==> config.mk <==
export PLATFORM = sky130hd
export DESIGN_NAME = btn_event_decoder
export DESIGN_NICKNAME = d
export VERILOG_FILES = /design/src/rtl/btn_pkg.sv /design/src/rtl/pb_edge_det.sv /design/src/rtl/btn_event_decoder.sv
export SDC_FILE = /design/constraint.sdc
export NUM_CORES = 1
export LEC_CHECK = 0
export BUFFER_PORTS_ARGS = -buffer_cell sky130_fd_sc_hd__clkbuf_2
export CORE_ASPECT_RATIO = 1.25
export CORE_UTILIZATION = 48
export CTS_CLUSTER_SIZE = 28
export DETAILED_ROUTE_END_ITERATION = 6
export SYNTH_ARGS = -nofsm -noshare
export SYNTH_HDL_FRONTEND = slang
export SYNTH_SLANG_ARGS = --single-unit
==> constraint.sdc <==
create_clock -name clk -period 5.7 [get_ports clk]
set_input_delay 0.285 -clock clk [delete_from_list [all_inputs] [get_ports clk]]
set_output_delay 0.285 -clock clk [all_outputs]
set_load 0.01 [all_outputs]
==> src/rtl/btn_pkg.sv <==
// Shared types and defaults for the push-button event decoder.
// BTN_DOUBLE_CLICK_EN (see btn_event_decoder) selects whether the double-click states are built.
package btn_pkg;

  localparam int unsigned LONG_CNT_DEF = 100_000_000;
  localparam int unsigned DBL_CNT_DEF  = 15_000_000;

  typedef enum logic [2:0] {
    S_IDLE        = 3'd0,
    S_PRESSED     = 3'd1,
    S_LONG_HELD   = 3'd2,
    S_WAIT_2ND    = 3'd3,
    S_PRESSED_2ND = 3'd4
  } btn_state_t;

  // One spare bit above the larger terminal count keeps the counter from wrapping.
  function automatic int cnt_width(input int unsigned a, input int unsigned b);
    return (a > b) ? ($clog2(a) + 1) : ($clog2(b) + 1);
  endfunction

endpackage

==> src/rtl/pb_edge_det.sv <==
// Registers the debounced button level and derives single-cycle rise/fall strobes.
module pb_edge_det (
  input  logic clk,
  input  logic arst,
  input  logic level,
  output logic rise,
  output logic fall,
  output logic level_q
);

  always_ff @(posedge clk or posedge arst) begin
    if (arst) begin
      level_q <= 1'b0;
    end else begin
      level_q <= level;
    end
  end

  assign rise = level & ~level_q;
  assign fall = ~level & level_q;

endmodule

==> src/rtl/btn_event_decoder.sv <==
// Classifies a debounced button into press, short, long and double-click events.
// Define BTN_DOUBLE_CLICK_EN to build the double-click states; otherwise a release ends in a short press.
module btn_event_decoder
  import btn_pkg::*;
#(
  parameter int unsigned LONG_CNT = LONG_CNT_DEF,
  parameter int unsigned DBL_CNT  = DBL_CNT_DEF
) (
  input  logic clk,
  input  logic arst,
  input  logic pb_stbl,
  output logic press_p,
  output logic short_p,
  output logic long_p,
  output logic dbl_p,
  output logic held
);

  localparam int CNT_W = cnt_width(LONG_CNT, DBL_CNT);
  localparam logic [CNT_W-1:0] LONG_LAST = CNT_W'(LONG_CNT - 1);

  localparam logic [2:0] IDLE      = S_IDLE;
  localparam logic [2:0] PRESSED   = S_PRESSED;
  localparam logic [2:0] LONG_HELD = S_LONG_HELD;
`ifdef BTN_DOUBLE_CLICK_EN
  localparam logic [CNT_W-1:0] DBL_LAST = CNT_W'(DBL_CNT - 1);
  localparam logic [2:0] WAIT_2ND    = S_WAIT_2ND;
  localparam logic [2:0] PRESSED_2ND = S_PRESSED_2ND;
`endif

  logic             rise;
  logic             fall;
  logic             pb_d;
  logic             hold_on;
  logic [2:0]       state;
  logic [2:0]       state_nx;
  logic [CNT_W-1:0] cnt;
  logic [CNT_W-1:0] cnt_nx;
  logic             press_nx;
  logic             short_nx;
  logic             long_nx;
`ifdef BTN_DOUBLE_CLICK_EN
  logic             dbl_nx;
`endif

  pb_edge_det u_edge (
    .clk     (clk),
    .arst    (arst),
    .level   (pb_stbl),
    .rise    (rise),
    .fall    (fall),
    .level_q (pb_d)
  );

  assign hold_on = pb_stbl & pb_d;

  // A fall always takes priority over a terminal count, and a rise over the double-click timeout.
  always_comb begin
    state_nx = state;
    cnt_nx   = cnt;
    press_nx = 1'b0;
    short_nx = 1'b0;
    long_nx  = 1'b0;
`ifdef BTN_DOUBLE_CLICK_EN
    dbl_nx   = 1'b0;
`endif
    case (state)
      IDLE: begin
        if (rise) begin
          state_nx = PRESSED;
          cnt_nx   = '0;
          press_nx = 1'b1;
        end
      end
      PRESSED: begin
        if (fall) begin
          cnt_nx = '0;
`ifdef BTN_DOUBLE_CLICK_EN
          state_nx = WAIT_2ND;
`else
          state_nx = IDLE;
          short_nx = 1'b1;
`endif
        end else if (hold_on && (cnt == LONG_LAST)) begin
          state_nx = LONG_HELD;
          cnt_nx   = '0;
          long_nx  = 1'b1;
        end else begin
          cnt_nx = cnt + 1'b1;
        end
      end
      LONG_HELD: begin
        if (fall) begin
          state_nx = IDLE;
        end
      end
`ifdef BTN_DOUBLE_CLICK_EN
      WAIT_2ND: begin
        if (rise) begin
          state_nx = PRESSED_2ND;
          cnt_nx   = '0;
          press_nx = 1'b1;
          dbl_nx   = 1'b1;
        end else if (cnt == DBL_LAST) begin
          state_nx = IDLE;
          cnt_nx   = '0;
          short_nx = 1'b1;
        end else begin
          cnt_nx = cnt + 1'b1;
        end
      end
      PRESSED_2ND: begin
        if (fall) begin
          state_nx = IDLE;
        end
      end
`endif
      default: begin
        state_nx = IDLE;
        cnt_nx   = '0;
      end
    endcase
  end

  always_ff @(posedge clk or posedge arst) begin
    if (arst) begin
      state   <= IDLE;
      cnt     <= '0;
      press_p <= 1'b0;
      short_p <= 1'b0;
      long_p  <= 1'b0;
      held    <= 1'b0;
    end else begin
      state   <= state_nx;
      cnt     <= cnt_nx;
      press_p <= press_nx;
      short_p <= short_nx;
      long_p  <= long_nx;
      held    <= (state_nx == LONG_HELD);
    end
  end

`ifdef BTN_DOUBLE_CLICK_EN
  always_ff @(posedge clk or posedge arst) begin
    if (arst) begin
      dbl_p <= 1'b0;
    end else begin
      dbl_p <= dbl_nx;
    end
  end
`else
  assign dbl_p = 1'b0;
`endif

endmodule

==> results_dict.tcl <==
set metrics [dict create \
    grt_pass1_wl_um 6340 \
    rrSetupSlack_ns 3.15 \
    start_util_pct 50.8 \
    synth_mux_area_share_pct 0 \
    timing.rr.end "cnt[8]" \
    num_rows 24 \
    final-hold-violation-count 0 \
    viasPerCell 5.77 \
    rsz0062_at_grt "no" \
    netlist_instances 183 \
    gr-total-overflow 0 \
    cts_buffer_depth 2 \
    synth_cell_types 36 \
    drt-total-wl_um 3560 \
    cts_buffers 5 \
    period_share_pct 44.7 \
    synth_ff_type "dfrtp_1" \
    synthesis.area_mm2 0.00180 \
    synth-seq-cells 36 \
    hold_ws_ns 0.0781 \
    die_h_um 70.5 \
    cts.sinks 36 \
    yosysWarnings 0 \
    syn_area_per_cell_um2 9.85 \
    cts_root_buf "clkbuf_8" \
    yosys.area_share.simple_pct 29.5 \
    setup_viol 0 \
    synth_top_family_by_area "simple AND/OR/NAND/NOR gates" \
    drive_gt1_share_pct 12.0 \
    drt_first_pass_iters 6 \
    vias 1334 \
    grt_pass1_vias 1398 \
    async_reset_ff_share_pct 100 \
    slew_violations 0 \
    fmax_mhz 393 \
    slowest_stage "a21oi_2" \
    slew_headroom_pct 14.6 \
    p_leak_nw 0.788 \
    cap_violations 0 \
    violations "design-rule violations" \
    synth_edf_count 0 \
    crit_chain "ha_1 -> and4b_1 -> and4_1 -> nand4b_1 -> a21oi_2 -> nor2_1" \
    synth_area_leaders "dfrtp_1, xor2_1, nor2_1" \
    track_usage_pct 21.0 \
    antenna_left 0 \
    drt_iter0_drc 83 \
    r2r-start "cnt[0]" \
    crit_family "compound AO/OA/AOI/OAI gates" \
    hold_buffers 0 \
    cp_num_buf_inv 0 \
    clkTransAtPathRegs_ns 0.06 \
    critPathLaunchType "flop" \
    min_period_ns 2.55 \
    max_stage_delay_ns 1.06 \
    dp_hpwl_um 2410 \
    htree_num_levels 2 \
    num_antenna_cells 0 \
    wl_per_cell_um 15.4 \
    status "finished with violations" \
    die_x_um 56.8 \
    port_buffers 6 \
    synth.top_cell.area_share_pct 50.0 \
    hold_class "input pin to asynchronous set/reset pin" \
    routabilityCongestion 0.809 \
    cp_max_fo 26 \
    synth_top_cells_by_count "dfrtp_1, nor2_1, xor2_1" \
    tightest_slew_ns 1.28 \
    grt_max_degree 37 \
    ff2ff_path_depth 6 \
    vdd_ir_drop_max_mv 0.134 \
    finClkSkew_ns 0.00347 \
    timing.critical_path.from "cnt[0]" \
    yosysTopAreaCell "dfrtp_1" \
    crit_type "flop to flop" \
    core_area_mm2 0.00354 \
    post_cts_buffers 0 \
    power_density_mw_per_mm2 229 \
    cts_tree "yes" \
    drc 7 \
    synth-xor-area-share_pct 12.6 \
    antenna_found_initial 0 \
    arrival_ns 2.67 \
    area_growth_pct 6.94 \
    die-area_mm2 0.00400 \
    synth_compound_area_share_pct 4.65 \
    ctsResizeCount 0 \
    synth-adder-area-share_pct 0.694 \
    synth-seq-area-share_pct 50.0 \
    ios 8 \
    endpoint_kind "flop" \
    clkLatencyLatePin_ns 0.29 \
    required_ns 5.82 \
    tns_ns 0 \
    nets 198 \
]
[tightest hold or removal path, delay by kind of cell]
family / cells / cell delay, ns
buffers and inverters: 3 / 0.51
[layer usage]
| layer | vias to the layer above | GRT usage [%] | part of all wire, % |
|---|---|---|---|
| li1 | 647 | - | - |
| met1 | 647 | 24.4 | 44 |
| met2 | 29 | 35.4 | 50 |
| met3 | 11 | 5.56 | 3.6 |
| met4 | 0 | 11.1 | 2.7 |
| met5 | - | 0 | 0 |
[state kept, by name, summed over array words and instances (netlist names)]
name / count
u_edge.level_q: 1
held: 1
state: 3
cnt: 28
short_p: 1
long_p: 1
press_p: 1
[per-stage QoR]
| step | std cells | setup WS [ns] | instance area [um^2] | utilization [%] | total power [mW] |
|---|---|---|---|---|---|
| global placement | 226 | 3.24 | 1860 | 52.4 | 0.285 |
| CTS | 231 | 3.10 | 1930 | 54.4 | 0.446 |
| finish | 231 | 3.15 | 1930 | 54.4 | 0.442 |
| global route | 231 | 2.85 | 1930 | 54.4 | 0.456 |
| floorplan | 184 | 3.87 | 1810 | - | 0.282 |
| detailed placement | 226 | 3.17 | 1860 | 52.4 | 0.286 |
[layout by cell type, fill, tap and decap left out, types with 2 or more instances in the layout]
cell type | synthesis | routed
nand2_1 | 13 | 13
dfrtp_1 | 36 | 36
nand3_1 | 10 | 10
xor2_1 | 17 | 17
nor4_1 | 4 | 4
nor2_1 | 36 | 36
and4_1 | 2 | 2
xnor2_1 | 9 | 9
nor3_1 | 4 | 4
a21oi_1 | 3 | 3
clkbuf_8 | 0 | 5
o21ai_0 | 2 | 2
or2_2 | 2 | 2
nand4_1 | 12 | 12
and2_1 | 2 | 2
and3_1 | 4 | 4
conb_1 | 1 | 2
nor4b_1 | 2 | 2
clkbuf_2 | 0 | 6
inv_1 | 2 | 2
nor2_2 | 4 | 4
[cells by family after synthesis]
family / after synthesis
other cells: 1
simple gates: 103
compound gates: 10
buf+inv: 6
xor+xnor: 26
fa+ha+maj: 1
flops: 36
[worst max-delay path by stage]
| stage | endpoint | slack (ns) | cells past startpoint |
|---|---|---|---|
| floorplan | cnt[23] | 3.87 | 5 |
| global placement | cnt[26] | 3.24 | 6 |
| detailed placement | cnt[7] | 3.17 | 6 |
| CTS | cnt[7] | 3.10 | 6 |
| global route | cnt[17] | 2.85 | 5 |
| finish | cnt[8] | 3.15 | 6 |
[report_power, final]
part / internal [mW] / switching [mW]
clock network: 0.0786 / 0.0823
registers: 0.258 / 0.00224
logic: 0.00448 / 0.0162
[area by class of cell]
class	count	area, um^2
clock buffers	5	68.8
fillers	351	1620
inverters	2	7.51
multi-input cells	142	863
flip-flops and latches	36	901
well taps	39	48.8
repair buffers	7	37.5
(Power assumes the default switching activity.)
